===== config.mk =====
export PLATFORM = sky130hd
export DESIGN_NAME = sw_mode_decoder
export DESIGN_NICKNAME = d
export VERILOG_FILES = /design/src/rtl/sw_mode_pkg.sv /design/src/rtl/sw_mode_decoder_sync_chain.sv /design/src/rtl/sw_mode_decoder.sv
export SDC_FILE = /design/constraint.sdc
export NUM_CORES = 1
export LEC_CHECK = 0
export BUFFER_PORTS_ARGS = -buffer_cell sky130_fd_sc_hd__buf_2
export CORE_ASPECT_RATIO = 2
export CORE_MARGIN = 2
export CORE_UTILIZATION = 54
export CTS_BUF_LIST = sky130_fd_sc_hd__clkbuf_2 sky130_fd_sc_hd__clkbuf_4 sky130_fd_sc_hd__clkbuf_8
export DETAILED_ROUTE_END_ITERATION = 10
export GPL_TIMING_DRIVEN = 0
export PLACE_DENSITY = 0.72
export REMOVE_ABC_BUFFERS = 1
export SYNTH_ARGS = -nofsm -noshare
export SYNTH_HDL_FRONTEND = slang
export SYNTH_SLANG_ARGS = --single-unit

===== constraint.sdc =====
create_clock -name clk -period 3.03 [get_ports clk]
set_input_delay 0.606 -clock clk [delete_from_list [all_inputs] [get_ports clk]]
set_output_delay 0.606 -clock clk [all_outputs]
set_load 0.02 [all_outputs]

===== src/rtl/sw_mode_pkg.sv =====
`default_nettype none
// ============================================================================
// Module      : sw_mode_pkg
// Description : Shared definitions for the switch mode decoder.
//               - Pattern-mode codes understood by the LED pattern generator.
//               - Legality check for a 4-bit switch code.
//               - Debounce FSM state encoding.
// Revision    : 1.0 - initial release
// ============================================================================
package sw_mode_pkg;

    // Pattern-mode codes (one per legal switch setting)
    localparam logic [3:0] MODE_SHIFT  = 4'b0000;
    localparam logic [3:0] MODE_BLINK  = 4'b1000;
    localparam logic [3:0] MODE_FAST   = 4'b0100;
    localparam logic [3:0] MODE_SLOW   = 4'b0010;
    localparam logic [3:0] MODE_BOUNCE = 4'b0001;
    localparam logic [3:0] MODE_PAIR   = 4'b1100;
    localparam logic [3:0] MODE_ALT    = 4'b1010;
    localparam logic [3:0] MODE_EDGE   = 4'b1001;
    localparam logic [3:0] MODE_FILL   = 4'b1110;
    localparam logic [3:0] MODE_GAP    = 4'b1101;
    localparam logic [3:0] MODE_CLEAR  = 4'b1111;

    // Debounce FSM states
    typedef enum logic [1:0] {
        STABLE   = 2'd0,
        SETTLING = 2'd1,
        COMMIT   = 2'd2
    } state_t;

    // Returns 1 when the code belongs to the legal pattern-mode set.
    function automatic logic is_legal_mode(input logic [3:0] code);
        logic legal;
        legal = 1'b0;
        case (code)
            MODE_SHIFT, MODE_BLINK, MODE_FAST, MODE_SLOW, MODE_BOUNCE,
            MODE_PAIR, MODE_ALT, MODE_EDGE, MODE_FILL, MODE_GAP,
            MODE_CLEAR: legal = 1'b1;
            default:    legal = 1'b0;
        endcase
        return legal;
    endfunction

endpackage
`default_nettype wire


===== src/rtl/sw_mode_decoder_sync_chain.sv =====
`default_nettype none
// ============================================================================
// Module      : sync_chain
// Description : N-stage, W-bit flip-flop synchroniser for asynchronous inputs.
//               The output is d_i delayed by STAGES clock cycles.
// Ports       : clk   - destination clock
//               rst_n - asynchronous active-low reset (loads RESET_VAL)
//               d_i   - asynchronous input vector
//               q_o   - synchronised output vector
// Revision    : 1.0 - initial release
// ============================================================================
module sync_chain #(
    parameter int unsigned   STAGES    = 2,
    parameter int unsigned   W         = 4,
    parameter logic [W-1:0]  RESET_VAL = '0
) (
    input  logic         clk,
    input  logic         rst_n,
    input  logic [W-1:0] d_i,
    output logic [W-1:0] q_o
);

    // stage_q[0] is the first (metastability-exposed) stage
    logic [STAGES-1:0][W-1:0] stage_q;

    always_ff @(posedge clk or negedge rst_n) begin
        if (!rst_n) begin
            stage_q <= {STAGES{RESET_VAL}};
        end else begin
            stage_q <= {stage_q[STAGES-2:0], d_i};
        end
    end

    assign q_o = stage_q[STAGES-1];

endmodule
`default_nettype wire


===== src/rtl/sw_mode_decoder.sv =====
`default_nettype none
// ============================================================================
// Module      : sw_mode_decoder
// Description : Converts raw board switches into a clean, debounced and
//               validated pattern-mode code with a one-cycle change strobe.
// Ports       : clk           - system clock
//               rst_n         - asynchronous active-low reset
//               sw_i[3:0]     - raw asynchronous switch inputs
//               mode_o[3:0]   - committed, legal mode code
//               mode_change_o - one-cycle pulse when mode_o takes a new value
//               illegal_o     - last committed switch code was not legal
//               busy_o        - a switch change is being debounced
// Revision    : 1.0 - initial release
// ============================================================================
module sw_mode_decoder
    import sw_mode_pkg::*;
#(
    parameter int unsigned DEBOUNCE_CYCLES = 1000000,
    parameter int unsigned SYNC_STAGES     = 2,
    parameter logic [3:0]  RESET_MODE      = 4'b1111
) (
    input  logic       clk,
    input  logic       rst_n,
    input  logic [3:0] sw_i,
    output logic [3:0] mode_o,
    output logic       mode_change_o,
    output logic       illegal_o,
    output logic       busy_o
);

    localparam int unsigned      CNT_W    = (DEBOUNCE_CYCLES > 1) ? $clog2(DEBOUNCE_CYCLES) : 1;
    localparam logic [CNT_W-1:0] CNT_LAST = CNT_W'(DEBOUNCE_CYCLES - 1);

    logic [3:0]       sync_sw;
    state_t           state_q;
    logic [3:0]       raw_last_q;
    logic [3:0]       cand_q;
    logic [CNT_W-1:0] cnt_q;
    logic             commit_q;
    logic [3:0]       commit_code_q;
    logic [3:0]       mode_q;
    logic             mode_change_q;
    logic             illegal_q;
    logic             busy_q;

    sync_chain #(
        .STAGES    (SYNC_STAGES),
        .W         (4),
        .RESET_VAL (RESET_MODE)
    ) u_sync (
        .clk   (clk),
        .rst_n (rst_n),
        .d_i   (sw_i),
        .q_o   (sync_sw)
    );

    // Debounce FSM plus output stage. The COMMIT state hands the candidate
    // to a one-cycle commit register; the output registers act on it the
    // following cycle, so mode/strobe/illegal and the falling edge of busy
    // all land on the same clock edge.
    always_ff @(posedge clk or negedge rst_n) begin
        if (!rst_n) begin
            state_q       <= STABLE;
            raw_last_q    <= RESET_MODE;
            cand_q        <= RESET_MODE;
            cnt_q         <= '0;
            commit_q      <= 1'b0;
            commit_code_q <= RESET_MODE;
            mode_q        <= RESET_MODE;
            mode_change_q <= 1'b0;
            illegal_q     <= 1'b0;
            busy_q        <= 1'b0;
        end else begin
            commit_q      <= 1'b0;
            mode_change_q <= 1'b0;
            busy_q        <= (state_q != STABLE);

            case (state_q)
                STABLE: begin
                    if (sync_sw != raw_last_q) begin
                        state_q <= SETTLING;
                        cand_q  <= sync_sw;
                        cnt_q   <= '0;
                    end
                end
                SETTLING: begin
                    // Any bounce restarts the hold window on the new value
                    if (sync_sw != cand_q) begin
                        cand_q <= sync_sw;
                        cnt_q  <= '0;
                    end else if (cnt_q == CNT_LAST) begin
                        state_q <= COMMIT;
                    end else begin
                        cnt_q <= cnt_q + CNT_W'(1);
                    end
                end
                COMMIT: begin
                    // raw_last follows the switches even for illegal codes so
                    // an unchanged illegal setting is not re-debounced forever
                    raw_last_q    <= cand_q;
                    commit_q      <= 1'b1;
                    commit_code_q <= cand_q;
                    state_q       <= STABLE;
                end
                default: begin
                    state_q <= STABLE;
                end
            endcase

            if (commit_q) begin
                if (is_legal_mode(commit_code_q)) begin
                    illegal_q <= 1'b0;
                    if (commit_code_q != mode_q) begin
                        mode_q        <= commit_code_q;
                        mode_change_q <= 1'b1;
                    end
                end else begin
                    illegal_q <= 1'b1;
                end
            end
        end
    end

    assign mode_o        = mode_q;
    assign mode_change_o = mode_change_q;
    assign illegal_o     = illegal_q;
    assign busy_o        = busy_q;

endmodule
`default_nettype wire


---- Word-level counts from Yosys, hierarchy flattened ----
Memory sizes are Yosys's and may differ from the RTL's.
Cells that the tools add are included.
cells by class
  mux-type cells .......................... 17
  eq/ne operators ......................... 11
  $add $sub $neg .......................... 1
  reductions and logical operators ........ 7
operators by type and width
  operator               number
  $mux 20                3
  $pmux 20 s2            1
  $add 20x1->20 const B  1
  $eq 20x20->1 const B   1
  $ne 4x4->1             3
  $reduce_and 3->1       4
  $mux 4                 2
  $ne 2x2->1 const B     4
  $pmux 4 s2             1
  $mux 1                 6
  $mux 2                 3
  $pmux 2 s2             1
  $reduce_bool 2->1      2
  $ne 3x3->1 const B     1
  $eq 2x1->1 const B     1
  $eq 2x2->1 const B     1
  $logic_not 2->1        1
storage, ports and cells
  bits in read-only memories .............. 16
  logic and storage cells ................. 48
  memories ................................ 1
  register bits after elaboration ......... 46
memories
  name             words  bits a word  read ports  clocked after Yosys merged registers in  write ports  line               source
  (no name shown)  16     1            1           0                                        0            sw_mode_pkg.sv:36  case (code)

---- Depth between registers and ports, before layout ----
Gate-level depths: netlist of the first run.
  word-level depth ........................ 4
  mapped depth ............................ 7
  mapped depth without buffers ............ 6

---- Cells and area by module ----
From an unflattened synthesis of the first run, not the netlist that was laid out.
second synthesis, totals
  cells, all modules ...................... 209
  area total of the unflattened synthesis .. 2219.6 sq um
by module, submodules not included
  module           cells each  instances  sequential area each (sq um)  area each (sq um)
  sw_mode_decoder  197         1          965.9                         1979.4
  sync_chain       12          1          210.2                         240.2

---- Worst setup path before layout of the first run ----
Ideal clock, no wire load.
  path type ............................... reg-to-reg
  from .................................... register cnt_q[10]
  to ...................................... register cnt_q[2]
  data required time ...................... 2957 ps
  buffers on the path ..................... 0
  clock period less this slack ............ 1845 ps
  setup slack ............................. 1185 ps
  stages on the path, launching flop included .. 6
  data arrival time ....................... 1772 ps
  cells stage by stage .................... dfrtp_1 or4b_4 nor4_4 nand2_2 a31o_1 a21oi_2
on the way
  word-level cells in the longest chain between the ends .. 3
RTL lines
  element                            line                   source
  start: declaration                 sw_mode_decoder.sv:38  logic [CNT_W-1:0] cnt_q;
  start signal: assignment           sw_mode_decoder.sv:94  cnt_q <= cnt_q + CNT_W'(1);
  $eq 20x20->1                       sw_mode_decoder.sv:91  end else if (cnt_q == CNT_LAST) begin
  $ne 3x3->1 (no source line)        n/a
  $reduce_and 3->1 (no source line)  n/a
Every way passes these cells.
A chain may end at the register's enable or synchronous reset.

---- Worst setup path after layout of the first run ----
  from .................................... register u_sync.stage_q (netlist bit u_sync.q_o[0])
  to ...................................... register cnt_q[0]
on the way
  word-level cells in the longest chain between the ends .. 3
RTL lines
  element                                                           line                                          source
  start: declaration                                                sw_mode_decoder_sync_chain.sv:24              logic [STAGES-1:0][W-1:0] stage_q;
  start signal: assignment                                          sw_mode_decoder_sync_chain.sv:28              stage_q <= {STAGES{RESET_VAL}};
  start signal: assignment                                          sw_mode_decoder_sync_chain.sv:30              stage_q <= {stage_q[STAGES-2:0], d_i};
  $ne 4x4->1, on equally long branches                              sw_mode_decoder.sv:88, sw_mode_decoder.sv:80
  $ne 3x3->1 (no source line) (tied with other cells)               n/a
  $reduce_and 3->1 (no source line) or $pmux 20 s2 (tied branches)  n/a
Several ways; a longest one is shown, not always the timed one.

==> impl_metrics.yaml, run 1 <==
pwr:
  peakVddDrop_v: 0.000376
  leakage_nw: 1.01
  powerDensity_nw_per_um2: 458
  finalPower_mw: 1.09
yosys:
  synth.ff_latch_count: 46
  yosysSeqAreaShare_pct: 53.6
  syn_area_um2: 2200
  synth_area_leaders: "dfrtp_1 (30%), dfstp_2 (24%), mux2_2 (5.1%)"
  yosysWarningCount: 0
  netlist_instances: 202
  ys.flop_type: "dfrtp_1"
  yosysUniqueCellTypes: 43
  synth_top_area_cell: "dfrtp_1"
  synth.top_cell.area_share_pct: 29.6
  async_flop_share_pct: 100
  syn_area_per_cell_um2: 10.9
  synth-edff-count: 0
critical_path:
  path_max_fanout: 23
  worstPathArrival_ns: 2.51
  path_cells: "xnor2_1 > nand3_1 > nor2_2 > a31oi_1 > a21oi_1"
  cp.required_ns: 3.26
  end_kind: "flip-flop"
  r2r_cells: 5
  slowest_delay_ns: 0.73
  worstSetupPathType: "flip-flop to flip-flop"
  slowest_stage: "nor2_2"
  cp-start-kind: "flip-flop"
finish:
  area_delta_synth_final_pct: 8.26
  n_antenna_cell: 0
  layout.nets: 222
  layout-drive-gt1-share_pct: 28.2
  fill_cells: 350
floorplanning:
  io_pins: 13
  rows: 32
  die_w_um: 49.1
  die_h_um: 94.2
  die_area_um2: 4620
  coreArea_um2: 3880
  start_util_pct: 56.5
timing:
  fin_crit_ns: 2.28
  max_freq_mhz: 439
  hold_viol_final: 0
  rsz0062_at_grt: "no"
  clock-skew-final_ns: 0.00912
  drv_slew: 0
  timing.final.crit_share_pct: 75.2
  finalSetupViolations: 0
  fin_setup_tns_ns: 0
  worstMarginPinSlew_ns: 0.990
  relSlewSlack_pct: 34.0
placed_design:
  hpwl_um: 3210
  place_congestion: 0.867
  numPortBuffers: 12
route:
  ant_nets: 0
  first_pass_iters: 4
  met2_length_um: 2650
  vias_per_cell: 5.80
  top_layer: "met4"
  drc: 0
  route.met3.wl_um: 112
  drt-total-wl_um: 4450
  wl_per_cell_um: 16.7
  wl_met1_um: 1570
  vias: 1549
  drtIter0Drc: 43
global_route:
  grt_max_degree: 47
  grt_overflow_total: 0
  grt_pass1_wl_um: 7750
  antenna_found_initial: 0
  grt_pass1_vias: 1736
  grt_use_total_pct: 22.2
status:
  status: "complete, no violations"
clock_network:
  tritoncts: "done"
  cts_buffer_depth: 2
  post_cts_buffers: 0
  clock-sinks: 46
  root_buffer: "clkbuf_8"
  post_cts_resized: 0
  htreeDepth: 2
  clk_pin_slew_worst_paths_ns: 0.09
  numCtsBuffers: 5
  clkLatencyLatePin_ns: 0.30
  ctsHoldBuffers: 0
run:
  maxCapViolations: 0
min_path:
  hold-path-cell-count: 0
  hold_path_class: "flip-flop to flip-flop"
cells by family after synthesis:
| kind of cell | count (synthesis) | share of synthesized area [%] |
|---|---|---|
| mux | 14 | 6.95 |
| buf+inv | 13 | 2.79 |
| flops | 46 | 53.6 |
| compound gates | 44 | 12.6 |
| xor+xnor | 13 | 5.19 |
| simple gates | 71 | 18.3 |
| fa+ha+maj | 1 | 0.570 |
metal layers:
metal | vias up | track usage [%]
met2 | 35 | 43.0
met5 | - | 0
met4 | 0 | 11.4
met3 | 10 | 3.50
met1 | 758 | 21.6
li1 | 746 | -
power by group:
part           internal (mW)  switching (mW)  leakage (nW)  total, mW
Sequential             0.638          0.0153         0.561      0.653
Combinational         0.0233          0.0395         0.402     0.0628
Clock                  0.162           0.212        0.0441      0.374
sequential cells by signal (all words and copies together) (netlist names), 2 cells and up:
| name | flops |
|---|---|
| commit_code_q | 4 |
| u_sync.q_o | 4 |
| state_q | 2 |
| cnt_q | 20 |
| mode_o | 4 |
| cand_q | 4 |
| u_sync.stage_q | 4 |
path summary, 6_finish.rpt:
check                                endpoint  slack [ns]               from
min in group asynchronous            commit_q        0.46              rst_n
max in group asynchronous            cnt_q[0]        1.95              rst_n
worst min-delay path            u_sync.q_o[2]        0.35  u_sync.stage_q[2]
worst min register to register  u_sync.q_o[2]        0.35  u_sync.stage_q[2]
worst max-delay path                 cnt_q[0]        0.75      u_sync.q_o[0]
worst max register to register       cnt_q[0]        0.75      u_sync.q_o[0]
synth_stat cells, types with 2 or more instances:
cell / count
or3_1: 5
nand3_1: 14
nand3b_1: 2
nor2b_1: 2
and3_1: 3
xnor2_1: 7
mux2i_1: 4
nand4_1: 4
or2_2: 2
a21o_1: 4
nor3_1: 4
mux2_2: 10
inv_1: 7
nand2_1: 16
a31oi_1: 3
a21oi_1: 16
or4b_4: 2
clkbuf_1: 3
nor2_1: 11
xor2_1: 6
dfstp_2: 20
dfrtp_1: 26
o21ai_0: 7
o21ai_1: 5
placed cells by master (no fill, tap or decap), drive strengths merged, types with 5 or more instances in the layout:
cell type and instances:
a21oi 17, xor2 6, nor2 11, clkbuf 5, dfrtp 26, xnor2 7, inv 7, mux2 10
o21ai 12, nand3 14, buf 12, dfstp 20, or3 5, nand2 17
final cells by class:
type / instances / area, um^2 / share of cell area (%)
Clock buffer: 5 / 68.8 / 2.89
Clock inverter: 3 / 21.3 / 0.895
Inverter: 7 / 26.3 / 1.11
Multi-Input combinational cell: 143 / 961 / 40.4
Sequential cell: 46 / 1180 / 49.5
Tap cell: 51 / 63.8 / 2.68
Timing Repair Buffer: 12 / 60.1 / 2.53
metrics by stage:
step | instance area [um^2] | setup slack, ns | cells | hold slack [ns] | utilization, %
6_report | 2380 | 0.750 | 267 | 0.352 | 61.2
5_1_grt | 2380 | 0.597 | 267 | 0.361 | 61.2
4_1_cts | 2370 | 0.324 | 267 | 0.355 | 61.1
3_5_place_dp | 2280 | 0.346 | 259 | 0.349 | 58.8
3_3_place_gp | 2280 | 0.468 | 259 | 0.346 | 58.8
2_1_floorplan | 2160 | 1.04 | 196 | 0.310 | -
critical path: cells and delay by family (launching register included):
kind | cells | cell delay [ns]
AND/OR/NAND/NOR | 2 | 0.92
flip-flops | 1 | 0.58
AO/OA/AOI/OAI | 2 | 0.53
XOR/XNOR | 1 | 0.18
No activity file was read; power rests on OpenSTA's default activity.
==> run 2, diff against run 1 <==
==> constraint.sdc (replaced) <==
create_clock -name clk -period 2.3 [get_ports clk]
set_input_delay 0.46 -clock clk [delete_from_list [all_inputs] [get_ports clk]]
set_output_delay 0.46 -clock clk [all_outputs]
set_load 0.02 [all_outputs]
==> run 2 against run 1 <==
Effect of this change:
- global-route usage is the same
- maximum frequency is 12% higher
- cell area grew 0.42%
- largest power group unchanged
- largest cell class unchanged
- core utilization up 0.26 points
- worst hold slack worse by 0.10 ns
- power is 32% higher
==> impl_metrics.yaml, run 2 (same netlist as run 1, synthesis figures left out) <==
status:
  status: "complete, no violations"
global_route:
  grt_pass1_wl_um: 7750
  grt_use_total_pct: 22.2
  antenna_found_initial: 0
  grt_overflow_total: 0
  grt_max_degree: 47
  grt_pass1_vias: 1736
pwr:
  powerDensity_nw_per_um2: 602
  peakVddDrop_v: 0.000497
  leakage_nw: 1.01
timing:
  timing.final.crit_share_pct: 88.6
  relSlewSlack_pct: 33.9
  clock-skew-final_ns: 0.00943
  finalSetupViolations: 0
  rsz0062_at_grt: "no"
  max_freq_mhz: 491
  drv_slew: 0
  fin_crit_ns: 2.04
  hold_viol_final: 0
  worstMarginPinSlew_ns: 0.991
clock_network:
  root_buffer: "clkbuf_8"
  clock-sinks: 46
  htreeDepth: 2
  cts_buffer_depth: 2
  numCtsBuffers: 5
  clk_pin_slew_worst_paths_ns: 0.09
  post_cts_buffers: 0
  clkLatencyLatePin_ns: 0.30
  tritoncts: "done"
placed_design:
  placed_cell_area_um2: 2280
  post-place-cells: 259
  numPortBuffers: 12
  hpwl_um: 3210
  place_congestion: 0.867
critical_path:
  cp-start-kind: "flip-flop"
  r2r_cells: 5
  r2r_end: "cand_q[3]"
  slowest_stage: "dfstp_2"
  r2r_start: "u_sync.q_o[0]"
  path_max_fanout: 16
  path_cells: "xnor2_1 > nand3_1 > or2_2 > nand2_1 > mux2_2"
  slowest_delay_ns: 0.58
  r2r_setup_slack_ns: 0.26
  end_kind: "flip-flop"
  cp.required_ns: 2.54
  worstSetupPathType: "flip-flop to flip-flop"
  worstPathArrival_ns: 2.28
finish:
  final_util_pct: 61.5
  final_common_cell: "dfrtp_1"
  area_delta_synth_final_pct: 8.72
  layout.nets: 222
  top_register: "cnt_q"
  design_area_um2: 2390
  instances_no_fill: 267
  layout-drive-gt1-share_pct: 28.7
  layout_common_cells: "dfrtp_1 (26), dfstp_2 (20), nand2_1 (16), a21oi_1 (16), nand3_1 (14)"
  largest_reg_flops: 20
  n_antenna_cell: 0
route:
  vias_per_cell: 5.87
  drt-total-wl_um: 4540
  ant_nets: 0
  first_pass_iters: 4
  vias: 1568
  wl_per_cell_um: 17.0
  drc: 0
  drtIter0Drc: 29
floorplanning:
  start_util_pct: 56.5
  coreArea_um2: 3880
  die_h_um: 94.2
  io_pins: 13
  die_area_um2: 4620
  rows: 32
  die_w_um: 49.1
run:
  maxCapViolations: 0
min_path:
  whs_endpoint: "u_sync.stage_q[0]"
  hold-path-cell-count: 1
  hold_path_class: "input pin to flip-flop"
  timing.hold.worst.start: "sw_i[0]"
## run 2: cell types whose count changed in the layout (fill, tap and decap cells not counted)
cell    change
nor3_1      -1
nor2_4      +1
nor3_2      +1
nor2_2      -1
## run 2: what timing repair did
| action | in CTS | in global routing |
|---|---|---|
| resized for setup | 1 | 2 |
| hold buffers | 0 | 0 |
| setup endpoints to repair | 18 | 5 |
| cloned | 0 | 0 |
## run 2: final cells by class
type,instances,area [um^2]
inverter,7,26.3
sequential,46,1180
timing repair buffer,12,60.1
clock buffer,5,68.8
fill,349,1500
multi-input combinational,143,971
clock inverter,3,21.3
tap,51,63.8
## run 2: worst max path at each step
| stage | startpoint | end | slack (ns) | cells after the start |
|---|---|---|---|---|
| final | u_sync.q_o[0] | cand_q[3] | 0.26 | 5 |
| after global routing | cnt_q[0] | cnt_q[18] | 0.08 | 6 |
| after CTS | u_sync.q_o[0] | cnt_q[0] | 0.03 | 5 |
| after detailed placement | u_sync.q_o[0] | cnt_q[0] | -0.38 | 5 |
| after global placement | u_sync.q_o[0] | cnt_q[0] | -0.26 | 5 |
| after floorplan | u_sync.q_o[0] | cnt_q[0] | 0.31 | 5 |
## run 2: power breakdown
group          internal (mW)  leakage, nW  switching, mW
registers              0.840        0.561         0.0202
logic                 0.0311        0.403         0.0533
clock network          0.214       0.0441          0.278
## run 2: layer usage
metal	part of all wire, %	up-vias	global-route usage [%]
li1	-	747	-
met1	35	773	21.6
met2	59	38	43.0
met3	2.6	10	3.50
met4	2.7	0	11.4
met5	0	-	0
## run 2: stage by stage
| stage | hold WS, ns | setup TNS, ns | power (mW) | worst slack [ns] |
|---|---|---|---|---|
| global placement | 0.346 | -0.917 | 0.949 | -0.262 |
| finish | 0.251 | 0 | 1.44 | 0.261 |
| global route | 0.237 | 0 | 1.50 | 0.0840 |
| CTS | 0.247 | 0 | 1.45 | 0.0334 |
| floorplan | 0.164 | 0 | 0.919 | 0.305 |
| detailed placement | 0.349 | -3.03 | 0.958 | -0.384 |
## run 2: worst max-delay path, delay by kind of cell, from the launching register on
family / cells / cell delay, ns
AND/OR/NAND/NOR: 3 / 0.87
multiplexers: 1 / 0.35
XOR/XNOR: 1 / 0.18
flip-flops: 1 / 0.58
==> run 3, diff against run 2 <==
--- a/config.mk
+++ b/config.mk
@@ -6,7 +6,7 @@
 export NUM_CORES = 1
 export LEC_CHECK = 0
 export BUFFER_PORTS_ARGS = -buffer_cell sky130_fd_sc_hd__buf_2
-export CORE_ASPECT_RATIO = 2
+export CORE_ASPECT_RATIO = 1.1
 export CORE_MARGIN = 2
 export CORE_UTILIZATION = 54
 export CTS_BUF_LIST = sky130_fd_sc_hd__clkbuf_2 sky130_fd_sc_hd__clkbuf_4 sky130_fd_sc_hd__clkbuf_8
==> run 3 against run 2 <==
Effect of this change:
- critical path depth unchanged
- clock power increased by 9.3%
- clock-buffer cell count increased by 2
- largest cell class unchanged
- worst hold slack improved by 0.0018 ns
- maximum frequency about the same
- sequential power about the same
==> impl_metrics.yaml, run 3 (same netlist as run 1, synthesis figures left out) <==
status:
  status: "complete, no violations"
clock_network:
  cts_buffer_depth: 2
  htreeDepth: 2
  clk_pin_slew_worst_paths_ns: 0.08
  numCtsBuffers: 5
  tritoncts: "done"
  clock-sinks: 46
  root_buffer: "clkbuf_8"
  clkLatencyLatePin_ns: 0.30
  post_cts_buffers: 0
critical_path:
  cp-start-kind: "flip-flop"
  worstSetupPathType: "flip-flop to flip-flop"
  crit_family: "simple AND/OR/NAND/NOR gates"
  worstPathArrival_ns: 2.27
  slowest_stage: "or4b_4"
  end_kind: "flip-flop"
  path_buf_inv: 0
  slowest_delay_ns: 0.56
  path_cells: "or4b_4 > nor4_4 > nand2_2 > a31o_1 > a21oi_2"
  r2r_setup_slack_ns: 0.26
  cp.required_ns: 2.53
  path_max_fanout: 7
global_route:
  grt_max_degree: 47
  grt_pass1_vias: 1564
  grt_pass1_wl_um: 7310
  antenna_found_initial: 0
  grt_overflow_total: 0
  grt_use_total_pct: 20.6
timing:
  drv_slew: 0
  clock-skew-final_ns: 0.0106
  max_freq_mhz: 490
  timing.final.crit_share_pct: 88.6
  fin_crit_ns: 2.04
  rsz0062_at_grt: "no"
  finalSetupViolations: 0
  hold_viol_final: 0
  worst_slack_ns: 0.261
  worstMarginPinSlew_ns: 0.952
  relSlewSlack_pct: 36.5
placed_design:
  place_congestion: 0.764
  numPortBuffers: 12
  place_ws_ns: -0.297
  hpwl_um: 2740
min_path:
  hold_path_class: "input pin to flip-flop"
finish:
  area_delta_synth_final_pct: 9.46
  layout_common_cells: "dfrtp_1 (26), dfstp_2 (20), nand2_1 (16), a21oi_1 (16), nand3_1 (14)"
  fill_cells: 319
  final_common_cell: "dfrtp_1"
  layout.nets: 222
  largest_reg_flops: 20
  top_register: "cnt_q"
  layout-drive-gt1-share_pct: 28.7
  multi_input_area_um2: 971
  seq_area_um2: 1180
  final_util_pct: 61.1
  n_antenna_cell: 0
route:
  wl_per_cell_um: 15.1
  first_pass_iters: 7
  drc: 0
  drt-total-wl_um: 4040
  vias_per_cell: 5.74
  drtIter0Drc: 87
  vias: 1537
  ant_nets: 0
floorplanning:
  io_pins: 13
  rows: 24
  die_h_um: 70.9
  coreArea_um2: 3930
  die_w_um: 64.8
  start_util_pct: 55.8
  die_area_um2: 4590
pwr:
  leakage_nw: 1.02
  peakVddDrop_v: 0.000411
  powerDensity_nw_per_um2: 617
run:
  maxCapViolations: 0
## run 3: changes by cell type in the layout (fill, tap and decap cells not counted)
cell,previous run,this run
clkinvlp_4,1,0
clkinv_2,1,0
clkbuf_8,5,7
## run 3: per-layer routing
layer	vias to the layer above	routed length, um	GRT usage, %
li1	745	-	-
met1	750	1730	26.4
met2	33	2020	33.6
met3	9	203	4.77
met4	0	80	8.98
met5	-	0	0
## run 3: final timing paths
kind / cells after the start / start / endpoint
min reg2reg: 0 / u_sync.stage_q[1] / u_sync.q_o[1]
max in group asynchronous: 1 / rst_n / cnt_q[11]
min: 1 / sw_i[1] / u_sync.stage_q[1]
min in group asynchronous: 1 / rst_n / mode_change_o
max: 5 / cnt_q[10] / cnt_q[2]
max reg2reg: 5 / cnt_q[10] / cnt_q[2]
## run 3: layout make-up
| class | count | share of cell area (%) |
|---|---|---|
| Clock buffer | 7 | 4.01 |
| Clock inverter | 1 | 0.364 |
| Inverter | 7 | 1.09 |
| Multi-Input combinational cell | 143 | 40.4 |
| Sequential cell | 46 | 48.9 |
| Tap cell | 52 | 2.71 |
| Timing Repair Buffer | 12 | 2.50 |
## run 3: through the flow
stage | instances | TNS [ns] | power [mW] | hold slack [ns] | instance area [um^2]
after global routing | 268 | 0 | 1.55 | 0.235 | 2400
after global placement | 260 | -0.465 | 0.948 | 0.346 | 2290
after floorplan | 196 | 0 | 0.919 | 0.164 | 2160
after CTS | 268 | 0 | 1.50 | 0.242 | 2390
final | 268 | 0 | 1.48 | 0.252 | 2400
after detailed placement | 260 | -2.22 | 0.958 | 0.347 | 2290
## run 3: timing repair
item | 4_1_cts | 5_1_grt
endpoints found under the setup margin | 18 | 4
endpoints found under the hold margin | 0 | 0
hold buffers | 0 | 0
pin swaps | 0 | 0
resized for setup | 1 | 2
## run 3: report_power, final
part / total, mW / switching (mW) / internal [mW]
clock network: 0.538 / 0.263 / 0.275
logic: 0.0843 / 0.0522 / 0.0321
registers: 0.860 / 0.0203 / 0.840
total: 1.48 / 0.336 / 1.15
## run 3: worst reg2reg max path, cell delays in order, from the launching register on
cell	delay, ns
dfrtp_1	0.42
or4b_4	0.56
nor4_4	0.40
nand2_2	0.18
a31o_1	0.27
a21oi_2	0.14
